### config.mk
export PLATFORM = sky130hd
export DESIGN_NAME = insn_encoder
export DESIGN_NICKNAME = d
export VERILOG_FILES = /design/src/rtl/riscv_pkg.sv /design/src/rtl/insn_pack.sv /design/src/rtl/insn_encoder.sv
export SDC_FILE = /design/constraint.sdc
export NUM_CORES = 1
export LEC_CHECK = 0
export ABC_AREA = 1
export BUFFER_PORTS_ARGS = -buffer_cell sky130_fd_sc_hd__buf_2
export CORE_ASPECT_RATIO = 1.1
export CORE_MARGIN = 4
export CORE_UTILIZATION = 35
export CTS_CLUSTER_SIZE = 30
export DETAILED_ROUTE_END_ITERATION = 12
export PLACE_DENSITY = 0.57
export SLEW_MARGIN = 20
export SYNTH_ARGS = -nofsm -noshare
export SYNTH_HDL_FRONTEND = slang
export SYNTH_SLANG_ARGS = --single-unit
### constraint.sdc
create_clock -name clk -period 5.04 [get_ports clk]
set_clock_uncertainty 0.05 [all_clocks]
set_input_delay 0.252 -clock clk [delete_from_list [all_inputs] [get_ports clk]]
set_output_delay 0.252 -clock clk [all_outputs]
set_load 0.01 [all_outputs]
### src/rtl/riscv_pkg.sv
// riscv_pkg: RV32I opcode-class codes (opcode[6:2]) and instruction format selection
package riscv_pkg;
  localparam logic [4:0] OPC_LUI    = 5'b01101;
  localparam logic [4:0] OPC_AUIPC  = 5'b00101;
  localparam logic [4:0] OPC_JAL    = 5'b11011;
  localparam logic [4:0] OPC_BRANCH = 5'b11000;
  localparam logic [4:0] OPC_JALR   = 5'b11001;
  localparam logic [4:0] OPC_OPIMM  = 5'b00100;
  localparam logic [4:0] OPC_LOAD   = 5'b00000;
  localparam logic [4:0] OPC_STORE  = 5'b01000;
  localparam logic [4:0] OPC_OP     = 5'b01100;
  typedef enum logic [2:0] {FMT_R, FMT_I, FMT_S, FMT_B, FMT_U, FMT_J, FMT_BAD} fmt_e;
  function automatic fmt_e fmt_of(input logic [4:0] c);
    return (c == OPC_LUI || c == OPC_AUIPC) ? FMT_U :
           (c == OPC_JAL) ? FMT_J :
           (c == OPC_BRANCH) ? FMT_B :
           (c == OPC_JALR || c == OPC_OPIMM || c == OPC_LOAD) ? FMT_I :
           (c == OPC_STORE) ? FMT_S :
           (c == OPC_OP) ? FMT_R : FMT_BAD;
  endfunction
endpackage

### src/rtl/insn_pack.sv
// insn_pack: combinational RV32I field packing and immediate legality check
module insn_pack
  import riscv_pkg::*;
(
  input  logic [6:0]  opcode,
  input  logic [2:0]  funct3,
  input  logic [6:0]  funct7,
  input  logic [4:0]  rs1,
  input  logic [4:0]  rs2,
  input  logic [4:0]  rd,
  input  logic [31:0] imm,
  output logic [31:0] insn,
  output logic        err
);
  fmt_e fmt;
  logic shift, ext11, ext12, ext20;
  always_comb begin
    fmt   = (opcode[1:0] == 2'b11) ? fmt_of(opcode[6:2]) : FMT_BAD;
    shift = (opcode[6:2] == OPC_OPIMM) && (funct3[1:0] == 2'b01);
    // immediate fits when all bits above the field's sign bit match it
    ext11 = (&imm[31:11]) | ~(|imm[31:11]);
    ext12 = (&imm[31:12]) | ~(|imm[31:12]);
    ext20 = (&imm[31:20]) | ~(|imm[31:20]);
    insn  = '0;
    err   = 1'b0;
    case (fmt)
      FMT_R: insn = {funct7, rs2, rs1, funct3, rd, opcode};
      FMT_I: begin
        insn = shift ? {funct7, imm[4:0], rs1, funct3, rd, opcode} : {imm[11:0], rs1, funct3, rd, opcode};
        err  = shift ? |imm[31:5] : !ext11;
      end
      FMT_S: begin
        insn = {imm[11:5], rs2, rs1, funct3, imm[4:0], opcode};
        err  = !ext11;
      end
      FMT_B: begin
        insn = {imm[12], imm[10:5], rs2, rs1, funct3, imm[4:1], imm[11], opcode};
        err  = !ext12 | imm[0];
      end
      FMT_U: begin
        insn = {imm[31:12], rd, opcode};
        err  = |imm[11:0];
      end
      FMT_J: begin
        insn = {imm[20], imm[10:1], imm[11], imm[19:12], rd, opcode};
        err  = !ext20 | imm[0];
      end
      default: err = 1'b1;
    endcase
    if (err) insn = '0;
  end
endmodule

### src/rtl/insn_encoder.sv
// insn_encoder: valid/ready RV32I encoder with output register, 1-entry skid buffer and error counter
module insn_encoder
  import riscv_pkg::*;
(
  input  logic        clk,
  input  logic        rst_n,
  input  logic        in_valid,
  output logic        in_ready,
  input  logic [6:0]  opcode,
  input  logic [2:0]  funct3,
  input  logic [6:0]  funct7,
  input  logic [4:0]  rs1,
  input  logic [4:0]  rs2,
  input  logic [4:0]  rd,
  input  logic [31:0] imm,
  output logic        out_valid,
  input  logic        out_ready,
  output logic [31:0] insn,
  output logic        err,
  output logic [7:0]  err_count
);
  logic [31:0] p_insn, skid_insn;
  logic        p_err, skid_err, skid_valid, accept, out_free;
  insn_pack u_pack (
    .opcode(opcode), .funct3(funct3), .funct7(funct7), .rs1(rs1), .rs2(rs2), .rd(rd),
    .imm(imm), .insn(p_insn), .err(p_err)
  );
  assign accept   = in_valid & in_ready;
  assign out_free = !out_valid | out_ready;
  // in_ready mirrors an empty skid, so a filled skid never sees a second write
  always_ff @(posedge clk or negedge rst_n)
    if (!rst_n) begin
      in_ready   <= 1'b0;
      out_valid  <= 1'b0;
      insn       <= '0;
      err        <= 1'b0;
      skid_valid <= 1'b0;
      skid_insn  <= '0;
      skid_err   <= 1'b0;
      err_count  <= '0;
    end else begin
      if (out_free) begin
        out_valid  <= skid_valid | accept;
        insn       <= skid_valid ? skid_insn : accept ? p_insn : insn;
        err        <= skid_valid ? skid_err : accept ? p_err : err;
        skid_valid <= 1'b0;
        in_ready   <= 1'b1;
      end else if (accept) begin
        skid_insn  <= p_insn;
        skid_err   <= p_err;
        skid_valid <= 1'b1;
        in_ready   <= 1'b0;
      end
      if (out_valid && out_ready && err && err_count != 8'hff) err_count <= err_count + 8'd1;
    end
endmodule
==> results of run 1 <==
==> report_power, final <==
group / leakage (nW) / internal [mW] / switching [mW] / total, mW
Sequential: 1.02 / 0.699 / 0.0630 / 0.762
Clock: 0.158 / 0.446 / 0.246 / 0.692
Combinational: 2.01 / 0.154 / 0.264 / 0.419
Total: 3.19 / 1.30 / 0.573 / 1.87
==> per-stage QoR <==
step | setup slack [ns] | util, % | cell area (sq um)
after floorplan | 3.197 | - | 4852
after global placement | 2.168 | 41.29 | 5524
after detailed placement | 2.098 | 41.29 | 5524
after CTS | 2.461 | 43.72 | 5849
after global routing | 2.101 | 43.95 | 5879
final | 2.427 | 43.95 | 5879
==> state kept, by name, summed over array words and instances, names as in the netlist <==
| register | flops |
|---|---|
| err | 1 |
| skid_valid | 1 |
| err_count | 8 |
| skid_insn | 32 |
| in_ready | 1 |
| out_valid | 1 |
| skid_err | 1 |
| insn | 32 |
==> worst reg2reg max path: cells and delay by family, from the launching register on <==
kind / cells / cell delay, ns
buf+inv: 3 / 0.86
flops: 1 / 0.55
simple gates: 2 / 0.31
compound gates: 2 / 0.25
==> cell type report <==
type,instances,area [sq um],area share [%]
well taps,184,230.2,3.916
multi-input cells,560,2566,43.65
clock inverters,6,86.33,1.468
clock buffers,10,239.0,4.065
flip-flops and latches,77,1927,32.77
inverters,60,225.2,3.831
repair buffers,115,605.6,10.30
==> repair_timing <==
action                                 4_1_cts  5_1_grt
hold buffers                                 0        1
setup buffers                                0        0
setup endpoints to repair                    0        0
endpoints found under the hold margin        0       38
==> cell families after synthesis <==
| kind of cell | synth area share [%] |
|---|---|
| adders and majority gates | 0.2578 |
| AOI/OAI and AO/OA | 7.504 |
| xor gates and xnor gates | 1.083 |
| buffers and inverters | 7.452 |
| DFF | 39.71 |
| muxes | 0.4384 |
| and+or+nand+nor | 43.55 |
==> worst max-delay path by stage <==
stage,start,end,slack (ns),cells past startpoint
floorplan,out_valid$_DFFE_PN0N_,skid_insn[27]$_DFFE_PN0P_,3.20,9
global placement,opcode[2],skid_insn[3]$_DFFE_PN0P_,2.17,12
detailed placement,opcode[6],skid_insn[3]$_DFFE_PN0P_,2.10,13
CTS,opcode[2],skid_insn[3]$_DFFE_PN0P_,2.46,12
global route,opcode[2],skid_insn[3]$_DFFE_PN0P_,2.10,12
finish,opcode[2],skid_insn[3]$_DFFE_PN0P_,2.43,12
==> routing by layer <==
layer	share of wire [%]	vias to the layer above	wire length, um
met5	0	-	0
met4	2.1	0	306
met3	5.0	26	726
met2	47	149	6814
met1	46	2300	6759
li1	-	2529	-
==> layout by cell type (no fill, tap or decap), drive strengths merged, types with 2 or more instances in the layout <==
| master | synthesis | layout |
|---|---|---|
| o21ai | 49 | 49 |
| xor2 | 3 | 3 |
| nor3 | 13 | 13 |
| o22ai | 3 | 3 |
| clkinv | 1 | 4 |
| inv | 59 | 59 |
| dfrtp | 77 | 77 |
| and2 | 7 | 7 |
| nand2 | 247 | 247 |
| o31ai | 3 | 3 |
| bufinv | 0 | 2 |
| xnor2 | 3 | 3 |
| a21oi | 14 | 14 |
| clkbuf | 20 | 10 |
| nand4 | 23 | 23 |
| nor2 | 107 | 107 |
| buf | 8 | 114 |
| nand3 | 83 | 83 |
==> flow_metrics.env, run 1 <==
export IMPL_status="finished, final reports clean"
export IMPL_crit_type="in -> reg"
export IMPL_finalNetCount=892
export IMPL_dp_hpwl_um=10710
export IMPL_routed_wl_um=14610
export IMPL_synth_cell_types=35
export IMPL_cts_root_buf="clkbuf_16"
export IMPL_worst_setup_path_start_kind="primary input"
export IMPL_final_cells=1012
export IMPL_grt_util_met1_pct=25.32
export IMPL_synth_common_cells="nand2_1, nor2_1, nand3_1"
export IMPL_portBuffers=110
export IMPL_drcViolationCount=0
export IMPL_synth_top_flop_cell="dfrtp_1"
export IMPL_grt_max_degree=78
export IMPL_grt_pass1_wl_um=23920
export IMPL_crit_top_cell="nand3_2"
export IMPL_pin_count=111
export IMPL_die_h_um=131.5
export IMPL_start_util_pct=36.27
export IMPL_cts_htree_levels=3
export IMPL_hold_class="in -> reg"
export IMPL_die_w_um=120.3
export IMPL_period_needed_ns=2.613
export IMPL_yosys_warnings=0
export IMPL_postRouteAntennaNets=0
export IMPL_fmax_mhz=382.6
export IMPL_critPathTopFamily="simple AND/OR/NAND/NOR gates"
export IMPL_p_per_area_mw_per_mm2=318.5
export IMPL_grt_pass1_vias=4734
export IMPL_arrival_ns=2.83
export IMPL_cts_tree="yes"
export IMPL_slew_headroom_pct=46.38
export IMPL_first_iter_violations=470
export IMPL_cts_buffers=9
export IMPL_layout_drive_gt1_share_pct=18.48
export IMPL_crit_path_end_kind="flop"
export IMPL_place_congestion=0.9255
export IMPL_synth_top_area_share_pct=39.71
export IMPL_tns_ns=0
export IMPL_gr_usage_all_layers_pct=18.44
export IMPL_setup_violations=0
export IMPL_top_usage_layer="met2"
export IMPL_cts_resized=0
export IMPL_hold_slack_ns=0.06474
export IMPL_cp_required_ns=5.25
export IMPL_yosysTopAreaCell="dfrtp_1"
export IMPL_clk_pin_slew_worst_paths_ns=0.06
export IMPL_viasPerCell=4.945
export IMPL_worstRegToRegCells=7
export IMPL_crit_chain="buf_2 -> nor2_2 -> nand3_2 -> nand4_1 -> nand2_2 -> inv_2 -> nor2_1 -> nor2_4 -> nand3_2 -> inv_1 -> nand2_1 -> o21ai_1"
export IMPL_grt_ovfl_total=0
export IMPL_ir_drop_mv=0.1603
export IMPL_std_cell_rows=44
export IMPL_grt_antenna_before_repair=0
export IMPL_reg2reg_to="err$_DFFE_PN0P_"
export IMPL_maxCapViolations=0
export IMPL_synth_most_common_cell="nand2_1"
export IMPL_wire_per_inst_um=14.43
export IMPL_synth_edf_count=0
export IMPL_clkLatencyLatePin_ns=0.33
export IMPL_avgSynthCellArea_sq_um=6.693
export IMPL_p_total_mw=1.873
export IMPL_worstPathMaxFanout=28
export IMPL_vias=5004
export IMPL_tightest_slew_ns=0.7999
export IMPL_hold_path_cell_count=2
export IMPL_antenna_cells=0
export IMPL_syn2layout_area_growth_pct=21.17
export IMPL_whs_endpoint="in_ready$_DFFE_PN0P_"
export IMPL_reg2reg_slack_ns=2.91
export IMPL_met3_usage_pct=4.170
export IMPL_leakage_nw=3.194
export IMPL_core_area_sq_mm=0.01338
export IMPL_worstHoldStart="in_valid"
export IMPL_slowest_stage="inv_2"
export IMPL_synth_seq_area_share_pct=39.71
export IMPL_ctsLongestPathBuffers=2
export IMPL_final_max_slew_viol_count=0
export IMPL_drtPass1Iterations=5
export IMPL_synth_cells=725
export IMPL_final_hold_violation_count=0
export IMPL_place_inst=994
export IMPL_final_fill_count=1416
export IMPL_worst_path_buf_inv=3
export IMPL_fin_crit_sh_pct=51.85
export IMPL_cts_sinks=77
export IMPL_rsz0062_at_grt="no"
export IMPL_critPathMaxStageDelay_ns=0.48
export IMPL_async_reset_ff_share_pct=100.0
export IMPL_dieArea_sq_mm=0.01581
export IMPL_synth_area_leaders="dfrtp_1, nand2_1, nand3_1"
export IMPL_ys_ff_latch=77
export IMPL_use_met2_pct=29.02
export IMPL_synthesis_nets=794
export IMPL_synth_area_sq_mm=0.004852
export IMPL_regToRegStartpoint="skid_valid$_DFFE_PN0P_"
(Power assumes the default switching activity.)
==> inputs of run 2 (changes only) <==
--- a/config.mk
+++ b/config.mk
@@ -5,14 +5,14 @@
 export SDC_FILE = /design/constraint.sdc
 export NUM_CORES = 1
 export LEC_CHECK = 0
-export ABC_AREA = 1
+export ABC_AREA = 0
 export BUFFER_PORTS_ARGS = -buffer_cell sky130_fd_sc_hd__buf_2
 export CORE_ASPECT_RATIO = 1.1
 export CORE_MARGIN = 4
 export CORE_UTILIZATION = 35
 export CTS_CLUSTER_SIZE = 30
 export DETAILED_ROUTE_END_ITERATION = 12
-export PLACE_DENSITY = 0.57
+export PLACE_DENSITY = 0.6
 export SLEW_MARGIN = 20
 export SYNTH_ARGS = -nofsm -noshare
 export SYNTH_HDL_FRONTEND = slang
==> constraint.sdc (replaced) <==
create_clock -name clk -period 2.15 [get_ports clk]
set_clock_uncertainty 0.05 [all_clocks]
set_input_delay 0.1075 -clock clk [delete_from_list [all_inputs] [get_ports clk]]
set_output_delay 0.1075 -clock clk [all_outputs]
set_load 0.01 [all_outputs]
==> flow_metrics.env, run 2 <==
export IMPL_status="finished, final reports clean"
export IMPL_grt_max_degree=49
export IMPL_setup_violations=0
export IMPL_synth_cells=425
export IMPL_cts_sinks=77
export IMPL_synth_most_common_cell="dfrtp_1"
export IMPL_grt_ovfl_total=0
export IMPL_drtPass1Iterations=5
export IMPL_std_cell_rows=40
export IMPL_final_core_util_pct=47.86
export IMPL_tightest_slew_ns=0.9902
export IMPL_reg2reg_to="skid_insn[25]$_DFFE_PN0P_"
export IMPL_critPathTopFamily="compound AO/OA/AOI/OAI gates"
export IMPL_grt_pass1_vias=3868
export IMPL_ir_drop_mv=0.4278
export IMPL_ctsLongestPathBuffers=2
export IMPL_worstPathMaxFanout=8
export IMPL_layout_drive_gt1_share_pct=30.27
export IMPL_grt_util_met1_pct=26.29
export IMPL_top_usage_layer="met2"
export IMPL_avgSynthCellArea_sq_um=9.380
export IMPL_postRouteAntennaNets=0
export IMPL_clkLatencyLatePin_ns=0.33
export IMPL_synth_edf_count=0
export IMPL_synth_common_cells="dfrtp_1, o31ai_1, nand2_1"
export IMPL_hold_class="in -> reg"
export IMPL_rsz0062_at_grt="no"
export IMPL_gr_usage_all_layers_pct=19.42
export IMPL_synth_top_area_share_pct=48.34
export IMPL_synth_area_sq_mm=0.003986
export IMPL_final_area_sq_mm=0.005270
export IMPL_hold_path_cell_count=3
export IMPL_crit_chain="buf_2 -> nor3_1 -> buf_4 -> nand4_1 -> a221o_1 -> a211oi_2 -> nand2_1 -> buf_4 -> o31ai_1"
export IMPL_cts_htree_levels=3
export IMPL_dp_hpwl_um=9303
export IMPL_grt_antenna_before_repair=0
export IMPL_slew_headroom_pct=33.12
export IMPL_use_met2_pct=30.23
export IMPL_fin_crit_sh_pct=87.35
export IMPL_period_needed_ns=1.878
export IMPL_slowest_stage="a221o_1"
export IMPL_routed_wl_um=12330
export IMPL_arrival_ns=2.06
export IMPL_place_congestion=0.8943
export IMPL_vias=3941
export IMPL_portBuffers=110
export IMPL_synth_top_flop_cell="dfrtp_1"
export IMPL_finalNetCount=619
export IMPL_synthesis_nets=494
export IMPL_final_fill_count=1104
export IMPL_maxCapViolations=0
export IMPL_critPathMaxStageDelay_ns=0.41
export IMPL_grt_pass1_wl_um=19910
export IMPL_hold_slack_ns=0.06572
export IMPL_reg_top3="insn: 32 flops, skid_insn: 32 flops, err_count: 8 flops"
export IMPL_worst_path_buf_inv=3
export IMPL_tns_ns=0
export IMPL_die_h_um=119.9
export IMPL_regToRegStartpoint="out_valid$_DFFE_PN0N_"
export IMPL_synth_seq_area_share_pct=48.34
export IMPL_worstHoldStart="rs1[3]"
export IMPL_yosys_warnings=0
export IMPL_dieArea_sq_mm=0.01316
export IMPL_leakage_nw=2.471
export IMPL_start_util_pct=36.20
export IMPL_cts_resized=0
export IMPL_cts_buffers=9
export IMPL_clk_pin_slew_worst_paths_ns=0.06
export IMPL_fmax_mhz=532.5
export IMPL_final_max_slew_viol_count=0
export IMPL_die_w_um=109.8
export IMPL_whs_endpoint="insn[18]$_DFFE_PN0P_"
export IMPL_worstRegToRegCells=4
export IMPL_multi_input_area_sq_mm=0.001899
export IMPL_critPathLaunch="imm[1]"
export IMPL_synth_area_leaders="dfrtp_1, o31ai_1, a21oi_1"
export IMPL_crit_top_cell="buf_4"
export IMPL_wire_per_inst_um=17.57
export IMPL_viasPerCell=5.614
export IMPL_final_hold_violation_count=0
export IMPL_core_area_sq_mm=0.01101
export IMPL_met3_usage_pct=3.712
export IMPL_yosysTopAreaCell="dfrtp_1"
export IMPL_crit_path_end_kind="flop"
export IMPL_antenna_cells=0
export IMPL_cts_root_buf="clkbuf_16"
export IMPL_seq_area_sq_mm=0.001927
export IMPL_ys_ff_latch=77
export IMPL_p_per_area_mw_per_mm2=775.3
export IMPL_worst_setup_path_start_kind="primary input"
export IMPL_first_iter_violations=309
export IMPL_reg2reg_slack_ns=0.34
export IMPL_placed_cell_area_sq_mm=0.004898
export IMPL_cts_tree="yes"
export IMPL_crit_type="in -> reg"
export IMPL_cp_required_ns=2.33
export IMPL_async_reset_ff_share_pct=100.0
export IMPL_layout_common_cells="buf_2, dfrtp_1, o31ai_1"
export IMPL_synth_cell_types=50
export IMPL_syn2layout_area_growth_pct=32.20
export IMPL_pin_count=111
export IMPL_layout_commonest_cell="buf_2"
export IMPL_drcViolationCount=0
==> run 2: cell types whose count changed after synthesis, moves of 10 or more <==
cell      delta
o21ai_1     -23
nand3_1     -72
nor2_1      -76
buf_2       +10
nand4_1     -11
a222oi_1    +10
and3_1      +28
inv_1       -50
a21oi_1     +27
nand2_1    -196
a22oi_1     +11
o21ai_0     -11
o31ai_1     +44
==> run 2: per-stage QoR <==
step | worst slack (ns) | total power, mW | cells
2_1_floorplan | 0.3796 | 2.024 | 425
3_3_place_gp | 0.002668 | 2.366 | 683
3_5_place_dp | -0.04697 | 2.382 | 683
4_1_cts | 0.2704 | 4.125 | 702
5_1_grt | 0.1414 | 4.282 | 702
6_report | 0.2720 | 4.086 | 702
==> run 2: timing repair <==
| item | CTS | global route |
|---|---|---|
| buffers inserted | 0 | 0 |
| endpoints found under the hold margin | 48 | 0 |
| hold buffers | 3 | 0 |
==> run 2: how the worst max path moves through the flow <==
stage,to,slack (ns),depth (start not counted)
finish,skid_insn[25]$_DFFE_PN0P_,0.27,9
global route,skid_insn[22]$_DFFE_PN0P_,0.14,4
CTS,skid_insn[27]$_DFFE_PN0P_,0.27,9
detailed placement,skid_insn[30]$_DFFE_PN0P_,-0.05,9
global placement,skid_insn[27]$_DFFE_PN0P_,0.003,9
floorplan,skid_insn[31]$_DFFE_PN0P_,0.38,8
==> run 2: per-layer routing <==
metal | up-vias | share of wire (%)
li1 | 1875 | -
met1 | 1902 | 44
met2 | 147 | 49
met3 | 17 | 5.1
met4 | 0 | 2.2
met5 | - | 0
==> run 2: layout make-up <==
cell class	count	area share, %
clock inverters	4	1.804
multi-input cells	307	36.04
clock buffers	12	4.677
inverters	8	0.5698
well taps	147	3.490
repair buffers	147	16.86
flip-flops and latches	77	36.56
==> run 2: report_power, final <==
group	leakage, nW	total, mW	internal, mW	switching, mW
Combinational	1.27	0.690	0.277	0.413
Clock	0.167	1.73	1.16	0.568
Sequential	1.04	1.66	1.56	0.103
Total	2.47	4.09	3.00	1.08
==> run 2: logic make-up after synthesis <==
family,synth area share [%]
flip-flops,48.34
AO/OA/AOI/OAI,25.96
XOR/XNOR,1.758
multiplexers,1.067
AND/OR/NAND/NOR,18.36
buffers and inverters,4.206
adder cells (fa/ha/maj),0.3138
==> run 2: worst min-delay path, stage by stage <==
cell     delay [ns]
buf_2          0.08
mux2i_1        0.08
o22ai_1        0.12
==> inputs of run 3 (changes only) <==
--- a/config.mk
+++ b/config.mk
@@ -9,10 +9,10 @@
 export BUFFER_PORTS_ARGS = -buffer_cell sky130_fd_sc_hd__buf_2
 export CORE_ASPECT_RATIO = 1.1
 export CORE_MARGIN = 4
-export CORE_UTILIZATION = 35
+export CORE_UTILIZATION = 47
 export CTS_CLUSTER_SIZE = 30
 export DETAILED_ROUTE_END_ITERATION = 12
-export PLACE_DENSITY = 0.6
+export PLACE_DENSITY = 0.77
 export SLEW_MARGIN = 20
 export SYNTH_ARGS = -nofsm -noshare
 export SYNTH_HDL_FRONTEND = slang
==> flow_metrics.env, run 3 (same netlist as run 2, synthesis figures left out) <==
export IMPL_status="finished, final reports clean"
export IMPL_final_fill_count=724
export IMPL_grt_pass1_wl_um=19090
export IMPL_postRouteAntennaNets=0
export IMPL_p_total_mw=3.455
export IMPL_cts_sinks=77
export IMPL_gr_usage_all_layers_pct=24.29
export IMPL_dp_slack_ns=-0.02499
export IMPL_slew_headroom_pct=39.18
export IMPL_grt_max_degree=47
export IMPL_multi_input_area_sq_mm=0.001899
export IMPL_grt_antenna_before_repair=0
export IMPL_period_needed_ns=1.841
export IMPL_vias=3975
export IMPL_cp_required_ns=2.34
export IMPL_start_util_pct=49.32
export IMPL_dieArea_sq_mm=0.01002
export IMPL_drcViolationCount=0
export IMPL_critPathMaxStageDelay_ns=0.40
export IMPL_cts_buffers=9
export IMPL_crit_path_end_kind="flop"
export IMPL_die_w_um=95.81
export IMPL_portBuffers=110
export IMPL_cts_root_buf="clkbuf_8"
export IMPL_syn2layout_area_growth_pct=26.37
export IMPL_layout_drive_gt1_share_pct=30.13
export IMPL_routed_wl_um=11760
export IMPL_core_area_sq_mm=0.008083
export IMPL_crit_type="in -> reg"
export IMPL_hold_class="in -> reg"
export IMPL_critPathLaunch="imm[5]"
export IMPL_first_iter_violations=325
export IMPL_seq_area_sq_mm=0.001927
export IMPL_std_cell_rows=34
export IMPL_fin_ws_ns=0.3091
export IMPL_fin_crit_sh_pct=85.62
export IMPL_worstHoldStart="rs1[3]"
export IMPL_slowest_stage="a221o_1"
export IMPL_reg_top3="insn: 32 flops, skid_insn: 32 flops, err_count: 8 flops"
export IMPL_leakage_nw=2.385
export IMPL_place_congestion=0.9742
export IMPL_hold_slack_ns=0.03270
export IMPL_regToRegStartpoint="in_ready$_DFFE_PN0P_"
export IMPL_pin_count=111
export IMPL_ir_drop_mv=0.3509
export IMPL_cts_tree="yes"
export IMPL_ctsLongestPathBuffers=2
export IMPL_maxCapViolations=0
export IMPL_cts_resized=0
export IMPL_p_per_area_mw_per_mm2=686.0
export IMPL_rsz0062_at_grt="no"
export IMPL_tightest_slew_ns=0.9005
export IMPL_dp_hpwl_um=8680
export IMPL_setup_violations=0
export IMPL_layout_commonest_cell="buf_2"
export IMPL_clkLatencyLatePin_ns=0.35
export IMPL_grt_ovfl_total=0
export IMPL_arrival_ns=2.03
export IMPL_worstPathMaxFanout=17
export IMPL_cts_htree_levels=3
export IMPL_final_max_slew_viol_count=0
export IMPL_layout_common_cells="buf_2, dfrtp_1, o31ai_1"
export IMPL_crit_chain="buf_2 -> nor3_1 -> nand4_1 -> a221o_1 -> a211oi_2 -> nand2_1 -> buf_4 -> o31ai_1"
export IMPL_grt_pass1_vias=3847
export IMPL_wire_per_inst_um=17.84
export IMPL_drtPass1Iterations=5
export IMPL_antenna_cells=0
export IMPL_finalNetCount=615
export IMPL_die_h_um=104.6
export IMPL_viasPerCell=6.032
export IMPL_final_hold_violation_count=0
export IMPL_fmax_mhz=543.2
export IMPL_worst_setup_path_start_kind="primary input"
export IMPL_clk_pin_slew_worst_paths_ns=0.08
-- run 3: metrics by stage --
stage | utilization (%) | setup TNS [ns] | instances | instance area, sq um
after floorplan | - | 0 | 425 | 3986
after global placement | 59.47 | 0 | 640 | 4807
after detailed placement | 59.47 | -0.05394 | 640 | 4807
after CTS | 62.32 | 0 | 659 | 5037
after global routing | 62.32 | 0 | 659 | 5037
final | 62.32 | 0 | 659 | 5037
-- run 3: worst max-delay path: cells and delay by family --
| kind | cells | cell delay [ns] |
|---|---|---|
| AO/OA/AOI/OAI | 3 | 0.96 |
| buffers and inverters | 2 | 0.33 |
| AND/OR/NAND/NOR | 3 | 0.63 |
-- run 3: final timing paths --
check | endpoint | slack [ns] | cells past startpoint
worst max-delay path | skid_insn[16]$_DFFE_PN0P_ | 0.31 | 8
worst min-delay path | insn[18]$_DFFE_PN0P_ | 0.03 | 3
worst max register to register | insn[20]$_DFFE_PN0P_ | 0.37 | 6
worst min register to register | skid_insn[11]$_DFFE_PN0P_ | 0.42 | 2
max in group asynchronous | insn[17]$_DFFE_PN0P_ | 1.27 | 3
min in group asynchronous | insn[10]$_DFFE_PN0P_ | 0.18 | 2
-- run 3: what timing repair did --
action	4_1_cts	5_1_grt
setup buffers	0	0
hold buffers	3	0
endpoints found under the hold margin	32	0
-- run 3: final cells by class --
cell class / instances / share of cell area, %
well taps: 108 / 2.683
flip-flops and latches: 77 / 38.25
multi-input cells: 307 / 37.70
inverters: 8 / 0.5961
clock inverters: 6 / 1.242
clock buffers: 10 / 2.732
repair buffers: 143 / 16.79
-- run 3: where the power goes --
part | internal [mW] | switching [mW]
combinational | 0.275 | 0.412
clock | 0.566 | 0.547
sequential | 1.56 | 0.0984
total | 2.40 | 1.06
-- run 3: per-layer routing --
layer	vias to the layer above	track usage, %	share of wire, %
li1	1860	-	-
met1	1922	33.10	42
met2	180	38.10	50
met3	13	4.960	7.0
met4	0	8.943	1.4
met5	-	0	0
